==> src/rtl/mac_col_sequencer_pkg.sv <==
// Shared definitions for the MAC column issue sequencer: FSM state
// encoding and the default width of the K depth configuration.
package mac_pkg;

  typedef enum logic [1:0] {
    IDLE  = 2'd0,
    ISSUE = 2'd1,
    DRAIN = 2'd2,
    DONE  = 2'd3
  } seq_state_t;

  localparam int unsigned KW_DEF = 8;

endpackage

==> src/rtl/mac_col_sequencer_idx_cnt.sv <==
// Nested (col, k) index counter: k runs fastest and wraps at k_max, then col
// advances. Supports clear, parallel load and increment, and flags the final
// (col = SIZE-1, k = k_max) position.
module mac_seq_idx_cnt
  import mac_pkg::*;
#(
  parameter int unsigned SIZE = 16,
  parameter int unsigned KW   = KW_DEF
) (
  input  logic                    clk,
  input  logic                    rst,
  input  logic [KW-1:0]           k_max,
  input  logic                    clr,
  input  logic                    load,
  input  logic [$clog2(SIZE)-1:0] load_col,
  input  logic [KW-1:0]           load_k,
  input  logic                    inc,
  output logic [$clog2(SIZE)-1:0] col,
  output logic [KW-1:0]           k,
  output logic                    last
);

  localparam int unsigned COL_W = $clog2(SIZE);
  localparam logic [COL_W-1:0] COL_MAX = COL_W'(SIZE - 1);

  // Index register: clear wins over load, load wins over increment.
  always_ff @(posedge clk or posedge rst) begin
    if (rst) begin
      col <= '0;
      k   <= '0;
    end else if (clr) begin
      col <= '0;
      k   <= '0;
    end else if (load) begin
      col <= load_col;
      k   <= load_k;
    end else if (inc) begin
      if (k == k_max) begin
        k   <= '0;
        col <= (col == COL_MAX) ? '0 : col + 1'b1;
      end else begin
        k <= k + 1'b1;
      end
    end
  end

  // Final position of the walk.
  always_comb begin
    last = (col == COL_MAX) && (k == k_max);
  end

endmodule

==> src/rtl/mac_col_sequencer.sv <==
// Issue controller for the FP multiply column. Walks every (B column, k)
// pair, issues A/B buffer reads and drives the column tag inputs one cycle
// later, aligned with the buffer read data. A stall flushes the column, so
// the issue position is rewound to the first uncommitted item and replayed.
// Optional build macro: MAC_SEQ_PERF_CNT_EN adds perf_cycles/perf_replays.
module mac_col_sequencer
  import mac_pkg::*;
#(
  parameter int unsigned SIZE    = 16,
  parameter int unsigned LATENCY = 3,
  parameter int unsigned KW      = KW_DEF,
  parameter int unsigned ADDR_W  = $clog2(SIZE) + KW
) (
  input  logic                    clk,
  input  logic                    rst,
  input  logic                    start,
  input  logic [KW-1:0]           cfg_k,
  output logic                    busy,
  output logic                    job_done,
  input  logic                    stall,
  output logic                    a_rd_en,
  output logic [KW-1:0]           a_rd_addr,
  output logic                    b_rd_en,
  output logic [ADDR_W-1:0]       b_rd_addr,
  output logic                    valid_pipe_in,
  output logic [$clog2(SIZE)-1:0] b_col_pipe_in,
  output logic                    new_pipe_in,
  output logic                    done_pipe_in,
  input  logic                    valid_pipe_out,
  input  logic                    done_pipe_out
`ifdef MAC_SEQ_PERF_CNT_EN
  ,
  output logic [31:0]             perf_cycles,
  output logic [15:0]             perf_replays
`endif
);

  localparam int unsigned COL_W = $clog2(SIZE);
  // Pipeline depth is only descriptive: replay rewinds to the commit point.
  localparam int unsigned unused_latency = LATENCY;

  seq_state_t state_q, state_d;

  logic [KW-1:0]    k_lim_q;
  logic [KW-1:0]    k_max;
  logic             job_start;
  logic             issue_fire;
  logic             commit_fire;
  logic             stall_act;

  logic [COL_W-1:0] issue_col, commit_col;
  logic [KW-1:0]    issue_k, commit_k;
  logic             issue_last;
  logic             unused_commit_last;

  assign k_max = k_lim_q - 1'b1;

  // Issue position; rewound to the commit position on every stall cycle.
  mac_seq_idx_cnt #(
    .SIZE (SIZE),
    .KW   (KW)
  ) u_issue_cnt (
    .clk      (clk),
    .rst      (rst),
    .k_max    (k_max),
    .clr      (job_start),
    .load     (stall_act),
    .load_col (commit_col),
    .load_k   (commit_k),
    .inc      (issue_fire),
    .col      (issue_col),
    .k        (issue_k),
    .last     (issue_last)
  );

  // Commit position: first item whose result has not yet retired.
  mac_seq_idx_cnt #(
    .SIZE (SIZE),
    .KW   (KW)
  ) u_commit_cnt (
    .clk      (clk),
    .rst      (rst),
    .k_max    (k_max),
    .clr      (job_start),
    .load     (1'b0),
    .load_col ('0),
    .load_k   ('0),
    .inc      (commit_fire),
    .col      (commit_col),
    .k        (commit_k),
    .last     (unused_commit_last)
  );

  // FSM state register.
  always_ff @(posedge clk or posedge rst) begin
    if (rst) state_q <= IDLE;
    else     state_q <= state_d;
  end

  // Next state and per-cycle controls. Retirements seen during a stall are
  // void because the column flushes them, so commit only advances unstalled.
  always_comb begin
    state_d     = state_q;
    job_start   = 1'b0;
    issue_fire  = 1'b0;
    commit_fire = 1'b0;
    stall_act   = 1'b0;
    busy        = 1'b0;
    job_done    = 1'b0;
    case (state_q)
      IDLE: begin
        if (start) begin
          job_start = 1'b1;
          state_d   = (cfg_k == '0) ? DONE : ISSUE;
        end
      end
      ISSUE: begin
        busy = 1'b1;
        if (stall) begin
          stall_act = 1'b1;
        end else begin
          issue_fire  = 1'b1;
          commit_fire = valid_pipe_out;
          if (issue_last) state_d = DRAIN;
        end
      end
      DRAIN: begin
        busy = 1'b1;
        if (stall) begin
          stall_act = 1'b1;
          state_d   = ISSUE;
        end else begin
          commit_fire = valid_pipe_out;
          if (done_pipe_out) state_d = DONE;
        end
      end
      DONE: begin
        busy     = 1'b1;
        job_done = 1'b1;
        state_d  = IDLE;
      end
      default: state_d = IDLE;
    endcase
  end

  // Buffer read requests for the current issue position.
  always_comb begin
    a_rd_en   = issue_fire;
    b_rd_en   = issue_fire;
    a_rd_addr = issue_fire ? issue_k : '0;
    b_rd_addr = issue_fire ? ADDR_W'({issue_k, issue_col}) : '0;
  end

  // Latch the job depth when a job is accepted.
  always_ff @(posedge clk or posedge rst) begin
    if (rst)            k_lim_q <= '0;
    else if (job_start) k_lim_q <= cfg_k;
  end

  // Tags lag the read by one cycle to line up with buffer data; a stall
  // cycle issues nothing, which clears them.
  always_ff @(posedge clk or posedge rst) begin
    if (rst) begin
      valid_pipe_in <= 1'b0;
      b_col_pipe_in <= '0;
      new_pipe_in   <= 1'b0;
      done_pipe_in  <= 1'b0;
    end else begin
      valid_pipe_in <= issue_fire;
      b_col_pipe_in <= issue_fire ? issue_col : '0;
      new_pipe_in   <= issue_fire && (issue_k == '0);
      done_pipe_in  <= issue_fire && issue_last;
    end
  end

`ifdef MAC_SEQ_PERF_CNT_EN
  logic in_flight;

  // In DRAIN the issue counter has wrapped, so compare positions only in ISSUE.
  always_comb begin
    in_flight = (state_q == DRAIN) ||
                (issue_col != commit_col) || (issue_k != commit_k);
  end

  // Saturating busy-cycle and replay counters, cleared on job acceptance.
  always_ff @(posedge clk or posedge rst) begin
    if (rst) begin
      perf_cycles  <= '0;
      perf_replays <= '0;
    end else if (job_start) begin
      perf_cycles  <= '0;
      perf_replays <= '0;
    end else begin
      if (busy && (perf_cycles != '1))
        perf_cycles <= perf_cycles + 1'b1;
      if (stall_act && in_flight && (perf_replays != '1))
        perf_replays <= perf_replays + 1'b1;
    end
  end
`endif

endmodule

==> config.mk <==
export PLATFORM = sky130hd
export DESIGN_NAME = mac_col_sequencer
export DESIGN_NICKNAME = d
export VERILOG_FILES = /design/src/rtl/mac_col_sequencer_pkg.sv /design/src/rtl/mac_col_sequencer_idx_cnt.sv /design/src/rtl/mac_col_sequencer.sv
export SDC_FILE = /design/constraint.sdc
export NUM_CORES = 1
export LEC_CHECK = 0
export ABC_AREA = 1
export BUFFER_PORTS_ARGS = -buffer_cell sky130_fd_sc_hd__buf_2
export CORE_MARGIN = 8
export CORE_UTILIZATION = 40
export DETAILED_ROUTE_END_ITERATION = 10
export SKIP_CTS_REPAIR_TIMING = 1
export SLEW_MARGIN = 10
export SYNTH_ARGS = -nofsm -noshare
export SYNTH_HDL_FRONTEND = slang
export SYNTH_HIERARCHICAL = 1
export SYNTH_SLANG_ARGS = --single-unit
==> constraint.sdc <==
create_clock -name clk -period 2.5 [get_ports clk]
set_input_delay 0.125 -clock clk [delete_from_list [all_inputs] [get_ports clk]]
set_output_delay 0.125 -clock clk [all_outputs]
set_load 0.05 [all_outputs]
# After elaboration in Yosys (flattened, before gate mapping)
# Cells that the tools add are included.
[op_classes]
n_addsub = 5
multipliers = 0
div = 0
n_lt_le_gt_ge = 0
n_eq_ne = 11
shifts = 0
muxes = 36
bitwise = 0
reduce_logical = 15
[op_table]
columns = ["cell", "n"]
rows = [
  ["2-to-1 mux 8 bit", 8],
  ["2-to-1 mux 4 bit", 10],
  ["adder 8 x 1 -> 8 bit (second input constant)", 2],
  ["equality test 8 bit", 2],
  ["logical NOT 8 bit", 2],
  ["2-to-1 mux 12 bit", 1],
  ["2-to-1 mux 2 bit", 6],
  ["2-to-1 mux 1 bit", 10],
  ["adder 4 x 1 -> 4 bit (second input constant)", 2],
  ["equality test 4 bit (second input constant)", 2],
  ["one-hot mux 2 bit (4 select lines)", 1],
  ["subtractor 8 x 1 -> 8 bit (second input constant)", 1],
  ["!= test 2 bit (second input constant)", 3],
  ["nonzero test 3 bit", 2],
  ["equality test 2 bit (second input constant)", 2],
  ["AND reduction 2 bit", 2],
  ["AND reduction 4 bit", 1],
  ["nonzero test 2 bit", 2],
  ["logical AND 1 bit", 3],
  ["!= test 3 bit (second input constant)", 1],
  ["OR reduction 3 bit", 1],
  ["equality test 2 x 1 -> 1 bit (second input constant)", 1],
  ["logical NOT 2 bit", 1],
  ["OR reduction 2 bit", 1],
]
[totals]
reg_bits = 41
latch_bits = 0
mem_bits_rw = 0
mem_bits_ro = 0
in_bits = 14
output_inout_bits = 31
elab_cells = 77
n_memories = 0

# Longest topological paths before layout
# Gate-level depths: netlist of run 1.
[logic_depth]
depth_word = 6
mapped_depth = 19
depth_no_buf = 19

# Modules after synthesis
# The synthesis of run 1 kept the hierarchy.
[modules_own_cells]
columns = ["module", "n_inst", "cells_per_inst", "area_per_inst_um2", "seq_area_each_um2"]
rows = [
  ["mac_seq_idx_cnt", 2, 170, 1038.5, 300.3],
  ["mac_col_sequencer", 1, 146, 1079.8, 425.4],
]

# Worst setup path after synthesis of run 1
# Ideal clock, no wire load.
[synth_path]
kind = "reg2out"
start = "register state_q[1]"
end = "output port b_rd_addr[10]"
arrival_time_ns = 2.635
required_ns = 2.375
setup_slack_ns = -0.260
stages_incl_launch_ff = 9
n_path_buf = 2
path_cell_list = "dfrtp_1 inv_1 ha_1 inv_1 nor2_2 inv_2 buf_6 nor2_1 buf_4"
[synth_between]
elab_chain_cells = 3
[synth_lines]
columns = ["item", "line_no", "rtl"]
rows = [
  ["from (decl)", "mac_col_sequencer.sv:42", "seq_state_t state_q, state_d;"],
  ["from (signal assigned)", "mac_col_sequencer.sv:97", "else state_q <= state_d;"],
  ["equality test 2 x 1 -> 1 bit", "mac_col_sequencer.sv:110", "case (state_q)"],
  ["2-to-1 mux 1 bit", "mac_col_sequencer.sv:110", ""],
  ["net a_rd_en", "mac_col_sequencer.sv:21", "output logic a_rd_en,"],
  ["2-to-1 mux 12 bit", "mac_col_sequencer.sv:151", "b_rd_addr = issue_fire ? ADDR_W'({issue_k, issue_col}) : '0;"],
  ["to (decl)", "mac_col_sequencer.sv:24", "output logic [ADDR_W-1:0] b_rd_addr,"],
]
# The timed path passes the listed nets, and every way through them passes these cells.

# Final worst setup path of run 1
[layout_path]
start = "register k_lim_q[0]"
end = "register state_q[0]"
[layout_between]
elab_chain_cells = 5
[layout_lines]
columns = ["item", "line_no", "rtl"]
rows = [
  ["from (decl)", "mac_col_sequencer.sv:44", "logic [KW-1:0] k_lim_q;"],
  ["from (signal assigned)", "mac_col_sequencer.sv:157", "else if (job_start) k_lim_q <= cfg_k;"],
  ["subtractor 8 x 1 -> 8 bit", "mac_col_sequencer.sv:56", "assign k_max = k_lim_q - 1'b1;"],
  ["net k_max[0]", "mac_col_sequencer.sv:45", "logic [KW-1:0] k_max;"],
  ["equality test 8 bit", "mac_col_sequencer_idx_cnt.sv:49", "last = (col == COL_MAX) && (k == k_max);"],
  ["logical AND 1 bit", "mac_col_sequencer_idx_cnt.sv:49", ""],
  ["net issue_last", "mac_col_sequencer.sv:53", "logic issue_last;"],
  ["!= test 2 bit (no line)", "n/a", ""],
  ["AND reduction 4 bit (no line)", "n/a", ""],
]
# The timed path passes the listed nets, and every way through them passes these cells.
# A chain may end at the register's enable or synchronous reset.

==> results of run 1 <==
==> metal layers <==
layer	global-route usage	wire length, microns	up-vias
met1	0.173	3490	1307
met5	0	0	-
met2	0.238	3470	44
met4	0.0275	22	0
li1	-	-	1540
met3	0.0362	431	2
==> tightest hold or removal path: stages <==
cell	delay, ns
buf_2	0.09
nand2_1	0.05
nand2_1	0.05
==> metrics by stage <==
stage	setup TNS (ns)	std cells	power, uW	cell area [sq um]	worst slack, ns
finish	0	642	4410	3620	0.240
detailed placement	0	630	3790	3440	0.144
global placement	0	630	3770	3440	0.229
global route	-0.0882	642	4880	3620	-0.0569
floorplan	-1.95	497	3300	3200	-0.260
CTS	0	638	4380	3560	0.132
==> state kept, by name, indices dropped and copies added, names as in the netlist <==
signal and cells:
u_commit_cnt/col 4, b_col_pipe_in 4, u_issue_cnt/col 4, valid_pipe_in 1
k_lim_q 8, u_commit_cnt/k 8, done_pipe_in 1, new_pipe_in 1
state_q 2, u_issue_cnt/k 8
==> area by class of cell <==
cell class / instances / area (sq um)
clock inverter: 2 / 37.5
fill: 827 / 4070
tap: 102 / 128
timing repair buffer: 50 / 268
sequential: 41 / 1030
clock buffer: 6 / 82.6
inverter: 72 / 280
multi-input combinational: 369 / 1800
==> power breakdown <==
part           total [uW]  internal [uW]  switching [uW]
logic                2530            879            1650
clock network         561            325             237
registers            1320            912             408
==> final timing paths <==
path | slack (ns) | endpoint
worst max-delay path | 0.24 | state_q[0]
worst min-delay path | 0.07 | k_lim_q[2]
worst max register to register | 0.24 | state_q[0]
worst min register to register | 0.50 | k_lim_q[5]
max in group asynchronous | 1.59 | k_lim_q[1]
min in group asynchronous | 0.44 | u_commit_cnt/col[2]
==> summary.md, run 1 <==
| Metric | Value |
|---|---|
| Status | `finished clean` |
| Antenna viol nets, final | `0` |
| Antenna violations before repair | `0` |
| Min Tclk post-route | `2.26 ns` |
| CP cell instances | `inv_2 -> ha_2 -> nand4_1 -> xor2_2 -> nand2_1 -> nand2_1 -> nand2_1 -> nor2_4 -> nand2_4 -> nor2_1 -> inv_1 -> o21ai_0 -> nand3_1 -> nand2_1 -> o21ai_1` |
| Crit. path cell count | `15` |
| Clock Skews | `0.00929 ns` |
| Core area | `7690 sq um` |
| Maximum clock rate | `443 MHz` |
| Worst slew margin | `0.568` |
| H-tree depth | `2` |
| Synth warn | `6` |
| Hold Path Origin | `cfg_k[2]` |
| CTS Sinks | `41` |
| Leakage | `0.00208 uW` |
| Initial Utilization | `0.410` |
| Buf/Inv on CP | `2` |
| Root Buffer | `clkbuf_8` |
| Final Cycle Share | `0.904` |
| Pre-Repair DR Iteration Count | `4` |
| Req. time, crit path | `2.69 ns` |
| Post-DP HPWL | `5680 microns` |
| Clk pin slew, worst setup/hold paths | `0.09 ns` |
| Worst-path maximum fanout | `4` |
| WS Path Type | `flip-flop to flip-flop` |
| Commonest non-fill, non-tap cell in the layout | `nand2_1` |
| Clock Latency Late Sink | `0.29 ns` |
| Die Area | `11000 sq um` |
| DIE HEIGHT | `105 microns` |
| Syn_area_per_cell | `6.50 sq um` |
| FF-to-FF Start | `k_lim_q[0]` |
| Via/cell ratio | `4.51` |
| Cell count after synthesis | `485` |
| Most frequent cells in the layout | `193 x nand2_1, 66 x inv_1, 57 x nor2_1` |
| Hold depth | `3` |
| Final setup fails | `0` |
| Crit. End Element | `flip-flop` |
| Post-DR wirelength/cell | `11.5 microns` |
| Pins Over Slew Limit | `0` |
| # IOs | `45` |
| Synthesized area | `3150 sq um` |
| Vias in the first global route | `2823` |
| Startpoint types | `flip-flop` |
| Crit path DAT | `2.45 ns` |
| Layout net count | `563` |
| Power per cell area | `1220 nW/um^2` |
| Min Hold Slack | `0.0656 ns` |
| Top delay family on crit path | `simple AND/OR/NAND/NOR gates` |
| Pin count of the biggest net entering global routing | `18` |
| CP peak stage delay | `0.43 ns` |
| Most used cell, CP | `nand2_1` |
| Critical Path Source | `k_lim_q[0]` |
| GP Congestion | `0.841` |
| Tightest Pin Transition | `0.647 ns` |
| First-pass GRT wire length | `13000 microns` |
| CTS tree | `yes` |
| Number of remaining DRC errors | `0` |
| Max-Cap Viols | `0` |
| FF-to-FF path depth | `15` |
| Final wirelength | `7410 microns` |
| Longest Clk Path Bufs | `2` |
| Share of cells above drive strength 1 | `0.159` |
| Inserted Clock Buffers | `5` |
| Fin. Hold Viols | `0` |
| Area Overhead vs Synth | `14.8%` |
| Layout Utilization | `0.471` |
| Peak supply drop | `0.468 mV` |
| Row count | `32` |
| Antenna diodes | `0` |
| Hold Crit Class | `input pin to flip-flop` |
| Grt total ovfl | `0` |
| Chip Width | `105 microns` |
| Total GRT Usage | `0.139` |
| Vias post-DR | `2893` |
| Slowest CP cell | `dfrtp_1` |
| First DRT Iteration DRCs | `139` |
| PortBufs | `44` |
No activity file was read; power rests on OpenSTA's default activity.
==> inputs of run 2 (changes only) <==
Settings changed: CORE_ASPECT_RATIO set to 1.25, SLEW_MARGIN 10 to unset.
==> summary.md, run 2 (synthesis gave the netlist of run 1 again) <==
| Metric | Value |
|---|---|
| Longest Clk Path Bufs | `2 (unchanged)` |
| Min Hold Slack | `0.0510 ns (-0.0146 ns)` |
| Req. time, crit path | `2.69 ns (about the same)` |
| Final setup fails | `0 (unchanged)` |
| Startpoint types | `flip-flop` |
| Grt total ovfl | `0 (unchanged)` |
| Tightest Pin Transition | `0.649 ns (+0.00136 ns)` |
| Most frequent cells in the layout | `193 x nand2_1, 65 x inv_1, 57 x nor2_1` |
| CTS tree | `yes` |
| Antenna violations before repair | `0 (unchanged)` |
| Slowest CP cell | `dfrtp_1` |
| Crit path DAT | `2.51 ns (+0.06 ns)` |
| Hold depth | `3 (unchanged)` |
| CP peak stage delay | `0.43 ns (about the same)` |
| Layout Utilization | `0.466 (-0.00510)` |
| Peak supply drop | `0.429 mV (-8.4%)` |
| Hold Crit Class | `input pin to flip-flop` |
| Antenna viol nets, final | `0 (unchanged)` |
| Final Cell Area | `3610 sq um (-0.31%)` |
| Worst-path maximum fanout | `10 (+6)` |
| Maximum clock rate | `430 MHz (-2.8%)` |
| Root Buffer | `clkbuf_8` |
| WS Path Type | `flip-flop to flip-flop` |
| Post-DR wirelength/cell | `11.9 microns (+2.9%)` |
| Max-Cap Viols | `0 (unchanged)` |
| Worst reg2reg setup slack | `0.17 ns (-0.07 ns)` |
| Power per cell area | `1230 nW/um^2 (+0.78%)` |
| DIE HEIGHT | `115 microns (+10%)` |
| First DRT Iteration DRCs | `99 (-29%)` |
| Min Tclk post-route | `2.33 ns (+0.0656 ns)` |
| CTS Sinks | `41 (unchanged)` |
| Share of cells above drive strength 1 | `0.159 (unchanged)` |
| Pin count of the biggest net entering global routing | `18 (unchanged)` |
| Final Cycle Share | `0.930 (+0.0262)` |
| Chip Width | `95.4 microns (-8.9%)` |
| RR Endpoint | `state_q[0]` |
| # IOs | `45 (unchanged)` |
| FF-to-FF Start | `k_lim_q[0]` |
| Row count | `36 (+13%)` |
| FF-to-FF path depth | `15 (unchanged)` |
| H-tree depth | `2 (unchanged)` |
| Status | `finished clean` |
| Final wirelength | `7540 microns (+1.8%)` |
| Antenna diodes | `0 (unchanged)` |
| Inserted Clock Buffers | `5 (unchanged)` |
| Most used cell, CP | `nand2_1` |
| GP Congestion | `0.822 (-2.2%)` |
| Pins Over Slew Limit | `0 (unchanged)` |
| Clock Latency Late Sink | `0.31 ns (+0.02 ns)` |
| Initial Utilization | `0.407 (-0.00318)` |
| Vias in the first global route | `2806 (-0.60%)` |
| Filler instances | `825 (-0.24%)` |
| Layout net count | `563 (unchanged)` |
| Commonest non-fill, non-tap cell in the layout | `nand2_1` |
| Largest registers | `k_lim_q x8, u_commit_cnt/k x8, u_issue_cnt/k x8` |
| Post-DP HPWL | `5910 microns (+4.0%)` |
| Total GRT Usage | `0.146 (+0.00639)` |
| Hold path endpoint | `k_lim_q[2]` |
| Placed Area | `3440 sq um (about the same)` |
| Hold Path Origin | `cfg_k[2]` |
| PortBufs | `44 (unchanged)` |
| Number of remaining DRC errors | `0 (unchanged)` |
| Clk pin slew, worst setup/hold paths | `0.09 ns (about the same)` |
| Crit. End Element | `flip-flop` |
| Via/cell ratio | `4.63 (+2.7%)` |
| Area Overhead vs Synth | `14.4%` |
| Pre-Repair DR Iteration Count | `4 (unchanged)` |
| Core area | `7750 sq um (+0.78%)` |
| Die Area | `11000 sq um (+0.16%)` |
| First-pass GRT wire length | `12800 microns (-1.2%)` |
| CP cell instances | `inv_2 -> ha_2 -> nand4_1 -> xor2_2 -> nand2_1 -> nand2_1 -> nand2_1 -> nor2_2 -> nand2_4 -> nor2_1 -> inv_1 -> o21ai_0 -> nand3_1 -> nand2_1 -> o21ai_1` |
| Leakage | `0.00208 uW (about the same)` |
| Worst slew margin | `0.567 (-0.000908)` |
| Tot Pwr | `4430 uW (+0.47%)` |
| Fin. Hold Viols | `0 (unchanged)` |
| Clock Skews | `0.0116 ns (+0.00229 ns)` |
| Vias post-DR | `2940 (+1.6%)` |
-- run 2: cell types whose count changed in the layout (fill, tap and decap cells not counted), sizes merged --
| cell | delta |
|---|---|
| clkinvlp | -1 |
| clkinv | +1 |
-- run 2: how the worst max path moves through the flow --
stage / start / end / cells past startpoint
detailed placement: k_lim_q[2] / state_q[0] / 14
global placement: k_lim_q[0] / state_q[0] / 15
global route: k_lim_q[0] / state_q[1] / 16
floorplan: state_q[1] / b_rd_addr[10] / 8
CTS: k_lim_q[2] / state_q[0] / 14
finish: k_lim_q[0] / state_q[0] / 15
-- run 2: layout make-up --
cell class | instances | area (sq um) | area share
Timing Repair Buffer | 50 | 268 | 0.0742
Sequential cell | 41 | 1030 | 0.284
Tap cell | 95 | 119 | 0.0329
Clock inverter | 2 | 38.8 | 0.0107
Multi-Input combinational cell | 369 | 1800 | 0.500
Inverter | 72 | 280 | 0.0777
Clock buffer | 6 | 72.6 | 0.0201
-- run 2: per-stage QoR --
| stage | setup slack (ns) | TNS (ns) | instances |
|---|---|---|---|
| after floorplan | -0.260 | -1.95 | 497 |
| after global placement | 0.220 | 0 | 624 |
| after detailed placement | 0.152 | 0 | 624 |
| after CTS | 0.136 | 0 | 632 |
| after global routing | -0.0358 | -0.0684 | 635 |
| final | 0.175 | 0 | 635 |
-- run 2: metal layers --
layer,up-vias,GRT usage,wire length [microns]
met5,-,0,0
met4,0,0.0606,188
met3,13,0.0229,443
met2,65,0.257,3680
met1,1323,0.169,3230
li1,1539,-,-
-- run 2: critical path, delay by kind of cell (launching register included) --
family                   cells  cell delay, ns
AND/OR/NAND/NOR              9            0.96
flip-flops                   1            0.43
XOR/XNOR                     1            0.26
adder cells (fa/ha/maj)      1            0.21
AO/OA/AOI/OAI                2            0.19
buffers and inverters        2            0.17
-- run 2: power by group --
part,switching (uW),internal [uW]
clock network,248,300
registers,401,912
logic,1660,910
==> inputs of run 3 (changes only) <==
Settings changed: CELL_PAD_IN_SITES_DETAIL_PLACEMENT set to 0, CELL_PAD_IN_SITES_GLOBAL_PLACEMENT set to 1, PLACE_DENSITY_LB_ADDON set to 0.1.
==> summary.md, run 3 (synthesis gave the netlist of run 1 again) <==
| Metric | Value |
|---|---|
| Min Hold Slack | `0.0530 ns (+0.00196 ns)` |
| Share of cells above drive strength 1 | `0.156 (-0.00370)` |
| Crit. End Element | `flip-flop` |
| Antenna violations before repair | `0 (unchanged)` |
| Filler instances | `844 (+2.3%)` |
| Maximum clock rate | `442 MHz (+2.8%)` |
| CTS Sinks | `41 (unchanged)` |
| Final setup fails | `0 (unchanged)` |
| Final Cell Area | `3570 sq um (-1.1%)` |
| Layout net count | `563 (unchanged)` |
| Longest Clk Path Bufs | `2 (unchanged)` |
| Number of remaining DRC errors | `0 (unchanged)` |
| # IOs | `45 (unchanged)` |
| Initial Utilization | `0.407 (unchanged)` |
| Post-DP HPWL | `6190 microns (+4.7%)` |
| Placed Area | `3430 sq um (-0.22%)` |
| Register area | `1030 sq um (unchanged)` |
| Vias post-DR | `2862 (-2.7%)` |
| Min Tclk post-route | `2.26 ns (-0.0644 ns)` |
| Largest registers | `k_lim_q x8, u_commit_cnt/k x8, u_issue_cnt/k x8` |
| CTS tree | `yes` |
| Pre-Repair DR Iteration Count | `4 (unchanged)` |
| Hold Crit Class | `input pin to flip-flop` |
| Crit path DAT | `2.45 ns (-0.06 ns)` |
| Via/cell ratio | `4.51 (-2.7%)` |
| Final wirelength | `7980 microns (+5.9%)` |
| Post-DR wirelength/cell | `12.6 microns (+5.9%)` |
| Startpoint types | `flip-flop` |
| WS Path Type | `flip-flop to flip-flop` |
| Worst-path maximum fanout | `5 (-5)` |
| Area Overhead vs Synth | `13.2%` |
| Chip Width | `95.4 microns (unchanged)` |
| First DRT Iteration DRCs | `117 (+18%)` |
| H-tree depth | `2 (unchanged)` |
| Die Area | `11000 sq um (unchanged)` |
| Root Buffer | `clkbuf_8` |
| First-pass GRT wire length | `13300 microns (+3.8%)` |
| Grt total ovfl | `0 (unchanged)` |
| Vias in the first global route | `2791 (-0.53%)` |
| Core area | `7750 sq um (unchanged)` |
| Req. time, crit path | `2.69 ns (about the same)` |
| Tightest Pin Transition | `0.647 ns (-0.00178 ns)` |
| Status | `finished clean` |
| Row count | `36 (unchanged)` |
| Clock Skews | `0.00839 ns (-0.00318 ns)` |
| Final Cycle Share | `0.904 (-0.0258)` |
| Total GRT Usage | `0.153 (+0.00680)` |
| DIE HEIGHT | `115 microns (unchanged)` |
| Antenna viol nets, final | `0 (unchanged)` |
| Layout Utilization | `0.461 (-0.00517)` |
| Worst slew margin | `0.568 (+0.00119)` |
| Multi-input gate area | `1790 sq um (-0.90%)` |
| GP Congestion | `0.821 (-0.19%)` |
| Clk pin slew, worst setup/hold paths | `0.09 ns (about the same)` |
| Most frequent cells in the layout | `193 x nand2_1, 66 x inv_1, 57 x nor2_1` |
| Antenna diodes | `0 (unchanged)` |
| Max-Cap Viols | `0 (unchanged)` |
| Tot Pwr | `4320 uW (-2.6%)` |
| Worst reg2reg setup slack | `0.24 ns (+0.06 ns)` |
| Clock Latency Late Sink | `0.30 ns (about the same)` |
| Commonest non-fill, non-tap cell in the layout | `nand2_1` |
| Inserted Clock Buffers | `5 (unchanged)` |
| Peak supply drop | `0.527 mV (+23%)` |
| Pins Over Slew Limit | `0 (unchanged)` |
| Leakage | `0.00206 uW (-1.0%)` |
| Power per cell area | `1210 nW/um^2 (-1.5%)` |
| Fin. Hold Viols | `0 (unchanged)` |
| PortBufs | `44 (unchanged)` |
| Pin count of the biggest net entering global routing | `18 (unchanged)` |
## run 3: cell count changes in the layout (fill, tap and decap cells not counted)
cell	delta
clkinvlp_4	+2
bufinv_16	-1
clkinv_4	-1
inv_1	+1
inv_2	-1
nor3_1	+1
nor3_2	-1
xor2_2	+1
xor2_4	-1
## run 3: cell type report
class,count,area share
clock buffers,6,0.0203
flip-flops and latches,41,0.288
multi-input cells,369,0.501
clock inverters,2,0.00421
well taps,95,0.0333
repair buffers,50,0.0750
inverters,72,0.0785
## run 3: final timing paths
kind                       depth (start not counted)        from             endpoint
max in group asynchronous                          3         rst     b_col_pipe_in[1]
setup reg to reg                                  15  k_lim_q[0]           state_q[0]
hold reg to reg                                    2  k_lim_q[5]           k_lim_q[5]
hold / removal                                     3    cfg_k[6]           k_lim_q[6]
setup / recovery                                  15  k_lim_q[0]           state_q[0]
min in group asynchronous                          3         rst  u_commit_cnt/col[1]
## run 3: routing by layer
layer | part of all wire | routed length, microns | track usage | vias up
met5 | 0 | 0 | 0 | -
met4 | 0.017 | 139 | 0.0606 | 0
met3 | 0.047 | 373 | 0.0209 | 9
met2 | 0.49 | 3880 | 0.263 | 47
met1 | 0.45 | 3580 | 0.185 | 1264
li1 | - | - | - | 1542
## run 3: worst max-delay path: stages (launching register included)
cell and delay [ns]:
dfrtp_1 0.43, inv_2 0.11, ha_2 0.20, nand4_1 0.15, xor2_2 0.24, nand2_1 0.07
nand2_1 0.07, nand2_1 0.07, nor2_2 0.15, nand2_4 0.08, nor2_1 0.10, inv_1 0.06
o21ai_0 0.14, nand3_1 0.15, nand2_1 0.08, o21ai_1 0.06
## run 3: power breakdown
group,total (uW),internal (uW),switching (uW)
logic,2540,880,1660
registers,1320,912,412
clock network,452,197,255
## run 3: metrics by stage
step	TNS, ns	setup WS, ns	std cells
after CTS	0	0.0930	631
after global placement	0	0.216	623
after global routing	-0.0573	-0.0294	635
after floorplan	-1.95	-0.260	497
final	0	0.239	635
after detailed placement	0	0.119	623
